$ cat src/rtl/tcpc_reg_bank_if.sv
// Register-access channel between the client arbiter and the TCPC register bank.
interface tcpc_reg_bank_if;
    logic       REQUEST;
    logic       RNW;
    logic [7:0] ADDR;
    logic [7:0] WR_DATA;
    logic       ACK;
    logic [7:0] RD_DATA;

    modport master (output REQUEST, RNW, ADDR, WR_DATA, input ACK, RD_DATA);
    modport slave  (input REQUEST, RNW, ADDR, WR_DATA, output ACK, RD_DATA);
endinterface

$ cat src/rtl/tcpc_reg_bank.sv
// TCPC register bank: four-phase register access, alert collection and
// ALERT_N generation, control register export to the Tx/Rx/HardReset/CC logic.
module tcpc_reg_bank #(
    parameter logic [15:0] VENDOR_ID  = 16'h0000,
    parameter logic [15:0] PRODUCT_ID = 16'h0000,
    parameter int          ACK_DELAY  = 1
) (
    input  logic        CLK,
    input  logic        RESET,
    tcpc_reg_bank_if.slave bus,
    input  logic [15:0] ALERT_SET,
    input  logic [7:0]  CC_STATUS_IN,
    output logic [7:0]  TCPC_CONTROL,
    output logic [7:0]  ROLE_CONTROL,
    output logic [7:0]  RECEIVE_DETECT,
    output logic [7:0]  TRANSMIT,
    output logic        TRANSMIT_STB,
    output logic        ALERT_N
);

    typedef enum logic [1:0] {IDLE, WAIT, DONE} state_t;

    state_t      state_q, state_d;
    logic [3:0]  cnt_q, cnt_d;
    logic        capture, do_access;

    logic        cap_rnw;
    logic [7:0]  cap_addr;
    logic [7:0]  cap_wdata;

    logic [15:0] alert, alert_mask;
    logic [15:0] clear_mask;
    logic [7:0]  rd_val;
    logic        wr_en;

    // Handshake state register and wait counter
    always_ff @(posedge CLK) begin
        if (!RESET) begin
            state_q <= IDLE;
            cnt_q   <= 4'd0;
        end else begin
            state_q <= state_d;
            cnt_q   <= cnt_d;
        end
    end

    // Next-state logic: one access per REQUEST high period
    always_comb begin
        state_d   = state_q;
        cnt_d     = cnt_q;
        capture   = 1'b0;
        do_access = 1'b0;
        case (state_q)
            IDLE: begin
                if (bus.REQUEST) begin
                    capture = 1'b1;
                    cnt_d   = 4'(ACK_DELAY);
                    state_d = WAIT;
                end
            end
            WAIT: begin
                if (cnt_q != 4'd0) begin
                    cnt_d = cnt_q - 4'd1;
                end else begin
                    do_access = 1'b1;
                    state_d   = DONE;
                end
            end
            DONE: begin
                if (!bus.REQUEST) state_d = IDLE;
            end
            default: state_d = IDLE;
        endcase
    end

    // Latch bus inputs at request capture; later bus activity is ignored
    always_ff @(posedge CLK) begin
        if (!RESET) begin
            cap_rnw   <= 1'b1;
            cap_addr  <= 8'h00;
            cap_wdata <= 8'h00;
        end else if (capture) begin
            cap_rnw   <= bus.RNW;
            cap_addr  <= bus.ADDR;
            cap_wdata <= bus.WR_DATA;
        end
    end

    assign wr_en = do_access && !cap_rnw;

    // Read mux over pre-update register values
    always_comb begin
        rd_val = 8'h00;
        case (cap_addr)
            8'h00: rd_val = VENDOR_ID[7:0];
            8'h01: rd_val = VENDOR_ID[15:8];
            8'h02: rd_val = PRODUCT_ID[7:0];
            8'h03: rd_val = PRODUCT_ID[15:8];
            8'h10: rd_val = alert[7:0];
            8'h11: rd_val = alert[15:8];
            8'h12: rd_val = alert_mask[7:0];
            8'h13: rd_val = alert_mask[15:8];
            8'h19: rd_val = TCPC_CONTROL;
            8'h1A: rd_val = ROLE_CONTROL;
            8'h1D: rd_val = CC_STATUS_IN;
            8'h2F: rd_val = RECEIVE_DETECT;
            8'h50: rd_val = TRANSMIT;
            default: rd_val = 8'h00;
        endcase
    end

    // Write-1-to-clear mask, only live on the write edge to the ALERT bytes
    always_comb begin
        clear_mask = 16'h0000;
        if (wr_en && cap_addr == 8'h10) clear_mask = {8'h00, cap_wdata};
        if (wr_en && cap_addr == 8'h11) clear_mask = {cap_wdata, 8'h00};
    end

    // ACK / RD_DATA: raise on the access edge, drop once REQUEST is released
    always_ff @(posedge CLK) begin
        if (!RESET) begin
            bus.ACK     <= 1'b0;
            bus.RD_DATA <= 8'h00;
        end else if (do_access) begin
            bus.ACK     <= 1'b1;
            bus.RD_DATA <= cap_rnw ? rd_val : 8'h00;
        end else if (state_q == DONE && !bus.REQUEST) begin
            bus.ACK     <= 1'b0;
            bus.RD_DATA <= 8'h00;
        end
    end

    // Register storage; ALERT set events win over a same-edge clear
    always_ff @(posedge CLK) begin
        if (!RESET) begin
            alert          <= 16'h0000;
            alert_mask     <= 16'h7FFF;
            TCPC_CONTROL   <= 8'h00;
            ROLE_CONTROL   <= 8'h0A;
            RECEIVE_DETECT <= 8'h00;
            TRANSMIT       <= 8'h00;
            TRANSMIT_STB   <= 1'b0;
        end else begin
            alert        <= (alert & ~clear_mask) | ALERT_SET;
            TRANSMIT_STB <= wr_en && (cap_addr == 8'h50);
            if (wr_en) begin
                case (cap_addr)
                    8'h12: alert_mask[7:0]  <= cap_wdata;
                    8'h13: alert_mask[15:8] <= cap_wdata;
                    8'h19: TCPC_CONTROL     <= cap_wdata;
                    8'h1A: ROLE_CONTROL     <= cap_wdata;
                    8'h2F: RECEIVE_DETECT   <= cap_wdata;
                    8'h50: TRANSMIT         <= cap_wdata;
                    default: ;
                endcase
            end
        end
    end

    // ALERT_N follows the updated ALERT/ALERT_MASK registers one cycle later
    always_ff @(posedge CLK) begin
        if (!RESET) ALERT_N <= 1'b1;
        else        ALERT_N <= ~|(alert & alert_mask);
    end

endmodule

$ cat src/flat_wrapper.sv
// flat-port wrapper written by rule: the top's interface ports become plain ports
module tcpc_reg_bank_flat 
#(
    parameter logic [15:0] VENDOR_ID  = 16'h0000,
    parameter logic [15:0] PRODUCT_ID = 16'h0000,
    parameter int          ACK_DELAY  = 1
)
  (CLK, RESET, ALERT_SET, CC_STATUS_IN, TCPC_CONTROL, ROLE_CONTROL, RECEIVE_DETECT, TRANSMIT, TRANSMIT_STB, ALERT_N, bus_REQUEST, bus_RNW, bus_ADDR, bus_WR_DATA, bus_ACK, bus_RD_DATA);
  tcpc_reg_bank_if bus_i ();
  input  logic CLK;
  input  logic RESET;
  input  logic [15:0] ALERT_SET;
  input  logic [7:0] CC_STATUS_IN;
  output logic [7:0] TCPC_CONTROL;
  output logic [7:0] ROLE_CONTROL;
  output logic [7:0] RECEIVE_DETECT;
  output logic [7:0] TRANSMIT;
  output logic TRANSMIT_STB;
  output logic ALERT_N;
  input wire logic [$bits(bus_i.REQUEST)-1:0] bus_REQUEST;
  input wire logic [$bits(bus_i.RNW)-1:0] bus_RNW;
  input wire logic [$bits(bus_i.ADDR)-1:0] bus_ADDR;
  input wire logic [$bits(bus_i.WR_DATA)-1:0] bus_WR_DATA;
  output wire logic [$bits(bus_i.ACK)-1:0] bus_ACK;
  output wire logic [$bits(bus_i.RD_DATA)-1:0] bus_RD_DATA;
  assign bus_i.REQUEST = bus_REQUEST;
  assign bus_i.RNW = bus_RNW;
  assign bus_i.ADDR = bus_ADDR;
  assign bus_i.WR_DATA = bus_WR_DATA;
  assign bus_ACK = bus_i.ACK;
  assign bus_RD_DATA = bus_i.RD_DATA;
  tcpc_reg_bank #(.VENDOR_ID(VENDOR_ID), .PRODUCT_ID(PRODUCT_ID), .ACK_DELAY(ACK_DELAY)) u_core (.CLK(CLK), .RESET(RESET), .bus(bus_i), .ALERT_SET(ALERT_SET), .CC_STATUS_IN(CC_STATUS_IN), .TCPC_CONTROL(TCPC_CONTROL), .ROLE_CONTROL(ROLE_CONTROL), .RECEIVE_DETECT(RECEIVE_DETECT), .TRANSMIT(TRANSMIT), .TRANSMIT_STB(TRANSMIT_STB), .ALERT_N(ALERT_N));
endmodule
$ cat config.mk
export PLATFORM = sky130hd
export DESIGN_NAME = tcpc_reg_bank_flat
export DESIGN_NICKNAME = d
export VERILOG_FILES = /design/src/rtl/tcpc_reg_bank_if.sv /design/src/rtl/tcpc_reg_bank.sv /design/src/flat_wrapper.sv
export SDC_FILE = /design/constraint.sdc
export NUM_CORES = 1
export LEC_CHECK = 0
export CORE_MARGIN = 1
export CORE_UTILIZATION = 52
export DETAILED_ROUTE_END_ITERATION = 8
export PLACE_DENSITY = 0.8
export SLEW_MARGIN = 20
export SYNTH_ARGS = -nofsm -noshare
export SYNTH_HDL_FRONTEND = slang
export SYNTH_SLANG_ARGS = --single-unit
$ cat constraint.sdc
create_clock -name CLK -period 2.6 [get_ports CLK]
set_input_delay 0.39 -clock CLK [delete_from_list [all_inputs] [get_ports CLK]]
set_output_delay 0.39 -clock CLK [all_outputs]
set_load 0.01 [all_outputs]
[Yosys cells after proc, flatten, opt, wreduce, memory -nomap -nowiden]
Cells that the tools add are included.
Word-level totals
  flip-flop bits (word level): 98
  bits in read-only memories: 0
  input port bits: 44
  output and inout bits: 43
  memory bits (writable): 0
  bits in latches: 0
  memories kept: 0
  word-level logic and storage cells: 76
Cells by class
  $add $sub $neg: 1
  bitwise gates (word level): 4
  reductions and logical operators: 21
  div/mod/pow operators: 0
  multiply operators: 0
  muxes and demuxes: 19
  equal/unequal tests: 15
  $lt $le $gt $ge: 0
  shift operators: 0
Operators with widths (number)
  8-bit one-hot mux with 9 select lines: 1
  8-bit by 5-bit equality test with 1-bit output (second input constant): 7
  16-bit bitwise AND: 2
  8-bit two-way mux: 4
  16-bit two-way mux: 1
  16-bit NOT: 1
  16-bit bitwise OR: 1
  16-bit OR reduction: 1
  2-bit AND reduction: 6
  8-bit by 6-bit equality test with 1-bit output (second input constant): 1
  8-bit by 7-bit equality test with 1-bit output (second input constant): 1
  4-bit two-way mux: 2
  4-bit one-hot mux with 2 select lines: 1
  1-bit two-way mux: 6
  2-bit two-way mux: 3
  2-bit inequality test (second input constant): 3
  2-bit one-hot mux with 3 select lines: 1
  3-bit AND reduction: 2
  1-bit logical AND: 5
  2-bit nonzero test: 2
  4-bit nonzero test: 1
  4-bit by 1-bit subtractor with 4-bit output (second input constant): 1
  1-bit logical NOT: 3
  2-bit by 1-bit equality test with 1-bit output (second input constant): 1
  other kinds (3): 3

[Logic depth before layout (Yosys ltp)]
  depth after elaboration: 10
  mapped depth: 8
  mapped depth without buffers: 7

[Least setup slack after synthesis]
Ideal clock, no wire load.
  path type: register to register
  start: register u_core.cnt_q[0]
  end: register u_core.TRANSMIT[0]
  library setup time: 116 ps
  arrival: 1785 ps
  data required time: 2484 ps
  period minus slack after synthesis: 1901 ps
  setup slack: 699 ps
  path buffers: 1
  stages on the path, launching flop included: 9
  cells stage by stage: dfxtp_1 -> inv_1 -> ha_1 -> or3b_4 -> nor3b_4 -> and3_1 -> buf_6 -> mux2i_1 -> nor2b_1
On the way
  cells in the longest elaborated chain, start to end: 5
Ends and longest elaborated chain
  start, declared: line tcpc_reg_bank.sv:24  | logic [3:0] cnt_q, cnt_d;
  start signal, assigned: line tcpc_reg_bank.sv:43  | cnt_q <= cnt_d;
  4-bit nonzero test: line tcpc_reg_bank.sv:62  | if (cnt_q != 4'd0) begin
  1-bit two-way mux: line tcpc_reg_bank.sv:62
  1-bit two-way mux: line tcpc_reg_bank.sv:53  | case (state_q)
  1-bit logical AND: line tcpc_reg_bank.sv:89  | assign wr_en = do_access && !cap_rnw;
  2-bit AND reduction (no line)
  end signal, assigned: line tcpc_reg_bank.sv:153  | 8'h50: TRANSMIT <= cap_wdata;
  end, declared: line tcpc_reg_bank.sv:16  | output logic [7:0] TRANSMIT,
No other way between the ends.
A chain may end at the register's enable or synchronous reset.

[Worst setup path after layout]
  start: register u_core.cnt_q[0]
  end: register u_core.TCPC_CONTROL[6]
On the way
  cells in the longest elaborated chain, start to end: 5
Ends and longest elaborated chain
  4-bit nonzero test: line tcpc_reg_bank.sv:62
  1-bit two-way mux: line tcpc_reg_bank.sv:62
  1-bit two-way mux: line tcpc_reg_bank.sv:53
  1-bit logical AND: line tcpc_reg_bank.sv:89
  2-bit AND reduction (no line)
  end signal, assigned: line tcpc_reg_bank.sv:150  | 8'h19: TCPC_CONTROL <= cap_wdata;
  end, declared: line tcpc_reg_bank.sv:13  | output logic [7:0] TCPC_CONTROL,
No other way between the ends.

==> summary.txt <==
Status
  • Status: complete, no violations

Timing
  • Clock skew: 0.00792 ns
  • Fmax: 433 MHz
  • RSZ-0062 raised after global routing: false
  • Setup-failing EPs final: 0
  • Max_slew headroom: 0.551
  • Final hold vios: 0
  • Slew Viols, Final: 0
  • Slew @ Worst Pin: 0.672 ns
  • Setup TNS: 0 ns
  • Fin crit period: 2.31 ns
  • Final period utilization: 0.888
  • WHS: 0.392 ns

Clock tree
  • Post_cts resized: 0
  • Skew-Pair Late Insertion Delay: 0.36 ns
  • H-tree level count: 3
  • CTS Buf Count: 9
  • Setup Buffers After CTS: 0
  • CTS root buf: clkbuf_8
  • Clock transition at path regs: 0.09 ns
  • Num Clock Sinks: 98
  • Max Root-Sink Buffers: 2
  • Hold-fix buffers, CTS: 0
  • CTS tree: built

Synth
  • Number of synthesized flops with an enable pin: 0
  • Post-Syn Instances: 497
  • Synth warn: 0
  • Dominant synthesized flop cell: dfxtp_1
  • Sequential area share after synthesis: 0.436
  • Ys async rst share: 0
  • FF+latch count, synth: 98
  • Synth Area per Inst: 9.05 um^2
  • Synth Cell Area: 4500 um^2
  • Cell variety after synth: 50
  • Total nets after synthesis: 543

Power
  • PwrDens: 517 nW/um^2
  • Max VDD drop: 0.000325 V
  • Pleak: 2.05 nW

Die
  • Chip Height: 95.0 um
  • Die area: 9020 um^2
  • DIE WIDTH: 95.0 um
  • IO Pins: 87
  • Site Rows: 33
  • Core ar.: 8300 um^2
  • Starting density of the core: 0.542

Finish
  • Area of the multi-input gates: 2330 um^2
  • Nets: 613
  • Antenna diodes: 0
  • # fillers: 681
  • FF/Latch Area: 1960 um^2
  • Syn-to-layout area delta: 23.9%
  • Layout cell share with drive strength beyond 1: 0.0734

Global route
  • GRT Overall Usage: 0.282
  • GR Overflow Total: 0
  • Pin count of the biggest net entering global routing: 70
  • Antenna violations before repair: 0
  • First-pass GRT wire length: 19100 um
  • Vias in the first global route: 3750

Routing
  • DR WL/cell: 18.0 um
  • Number of remaining DRC errors: 0
  • Final ANT Viol Nets: 0
  • Final WL: 12200 um
  • Pre-Repair DR Iteration Count: 5
  • Vias per Instance: 5.86
  • Vias: 3965
  • Starting DRT DRC Count: 288

Worst setup path
  • Critical-path top delay cell: and2_1
  • CP Capture Type: flip-flop
  • CP arrival: 2.57 ns
  • Worst Path Max Fanout: 8
  • CP bufs+invs: 1
  • CP delay by family, top: simple AND/OR/NAND/NOR gates
  • Crit-path cells: inv_1, ha_1, or3b_4, nor3b_4, and2_1, mux2i_1, nor2b_1
  • WS Path Type: reg -> reg
  • Crit path launch type: flip-flop
  • Worst EP required: 2.86 ns
  • Max incr delay on CP: 0.51 ns

Run
  • Max Cap Violations: 0

Worst hold path
  • Hold Path Class: in -> reg

Placed design
  • Gpl congestion: 0.944
  • Port buffer count: 86
  • HPWL Detailed: 8730 um
-- sequential cells by signal (all words and copies together) (netlist names) --
signal                 flops
u_core.alert              16
u_core.bus.ACK             1
u_core.RECEIVE_DETECT      8
u_core.ROLE_CONTROL        8
u_core.cap_addr            8
u_core.cap_wdata           8
u_core.bus.RD_DATA         8
u_core.TRANSMIT_STB        1
u_core.cnt_q               4
u_core.state_q             2
u_core.TRANSMIT            8
u_core.TCPC_CONTROL        8
u_core.alert_mask         16
u_core.cap_rnw             1
u_core.ALERT_N             1
-- per-layer routing --
layer,track usage,vias up,wire (um)
met2,0.438,193,5480
met3,0.0338,31,946
met4,0.139,0,370
met1,0.387,1848,5350
met5,0,-,0
li1,-,1893,-
-- power breakdown --
| group | internal, W | leakage [nW] | total (W) | switching, W |
|---|---|---|---|---|
| Sequential | 0.00155 | 0.799 | 0.00164 | 0.0000896 |
| Clock | 0.000373 | 0.0786 | 0.000894 | 0.000521 |
| Combinational | 0.000182 | 1.18 | 0.000350 | 0.000168 |
-- logic make-up (layout without fill, tap and decap cells) --
logic type                 after synthesis  after routing  share of synthesized area
and+or+nand+nor                        184            184                      0.216
AOI/OAI and AO/OA                      115            115                      0.180
DFF                                     98             98                      0.436
muxes                                   49             49                      0.111
buffers and inverters                   47            122                     0.0473
adders and majority gates                2              2                    0.00557
xor gates and xnor gates                 2              2                    0.00390
-- metrics by stage --
| stage | worst slack (ns) | cells | total power, W | util | area, um^2 |
|---|---|---|---|---|---|
| after floorplan | 0.699 | 497 | 0.00186 | - | 4500 |
| after global placement | 0.443 | 661 | 0.00200 | 0.650 | 5400 |
| after detailed placement | 0.304 | 661 | 0.00201 | 0.650 | 5400 |
| after CTS | 0.295 | 677 | 0.00288 | 0.671 | 5570 |
| after global routing | 0.151 | 677 | 0.00298 | 0.671 | 5570 |
| final | 0.292 | 677 | 0.00288 | 0.671 | 5570 |
-- placed cells by master, fill, tap and decap left out, types with 2 or more instances in the layout --
cell type,netlist,routed
clkinvlp_4,0,3
dfxtp_1,98,98
a31oi_1,8,8
a211oi_1,5,5
nor3_1,2,2
o21ai_1,8,8
a22oi_1,18,18
nor2b_1,29,29
and3_1,7,7
o21a_1,8,8
a21oi_1,4,4
clkbuf_1,17,2
nand3_2,2,2
nand2_1,83,83
and3b_1,2,2
a2111oi_0,2,2
nor3b_1,3,2
nand3_1,27,27
o2bb2ai_1,6,6
nor2_1,8,8
mux2i_1,43,43
nor4_1,2,2
mux2_2,6,6
nor3b_4,2,2
inv_1,11,11
o21ai_0,10,10
a21boi_0,33,33
ha_1,2,2
nand4_1,2,2
clkdlybuf4s50_1,0,85
clkbuf_8,0,10
and2_1,6,6
o22ai_1,7,7
nor3b_2,1,2
buf_4,3,8
or3b_2,2,2
-- final timing paths --
kind	from	endpoint	slack, ns	depth (start not counted)
setup reg to reg	u_core.cnt_q[0]	u_core.TCPC_CONTROL[6]	0.29	7
hold / removal	RESET	u_core.cap_rnw	0.39	2
setup / recovery	u_core.cnt_q[0]	u_core.TCPC_CONTROL[6]	0.29	7
hold reg to reg	u_core.bus.RD_DATA[3]	u_core.bus.RD_DATA[3]	0.45	2
-- synth_stat cells (7+ instances only) --
master,number,area (um^2)
dfxtp_1,98,1960
nand2_1,83,312
mux2i_1,43,430
a21boi_0,33,248
nor2b_1,29,181
nand3_1,27,135
a22oi_1,18,135
clkbuf_1,17,63.8
buf_2,14,70.1
inv_1,11,41.3
o21ai_0,10,50.1
a31oi_1,8,50.1
nor2_1,8,30.0
o21a_1,8,60.1
o21ai_1,8,40.0
and3_1,7,43.8
o22ai_1,7,43.8
-- cell type report --
type / instances / area share
clock inverter: 4 / 0.00494
tap: 105 / 0.0236
multi-input combinational: 352 / 0.418
clock buffer: 12 / 0.0261
sequential: 98 / 0.352
timing repair buffer: 95 / 0.168
inverter: 11 / 0.00741
No activity file was read; power rests on OpenSTA's default activity.
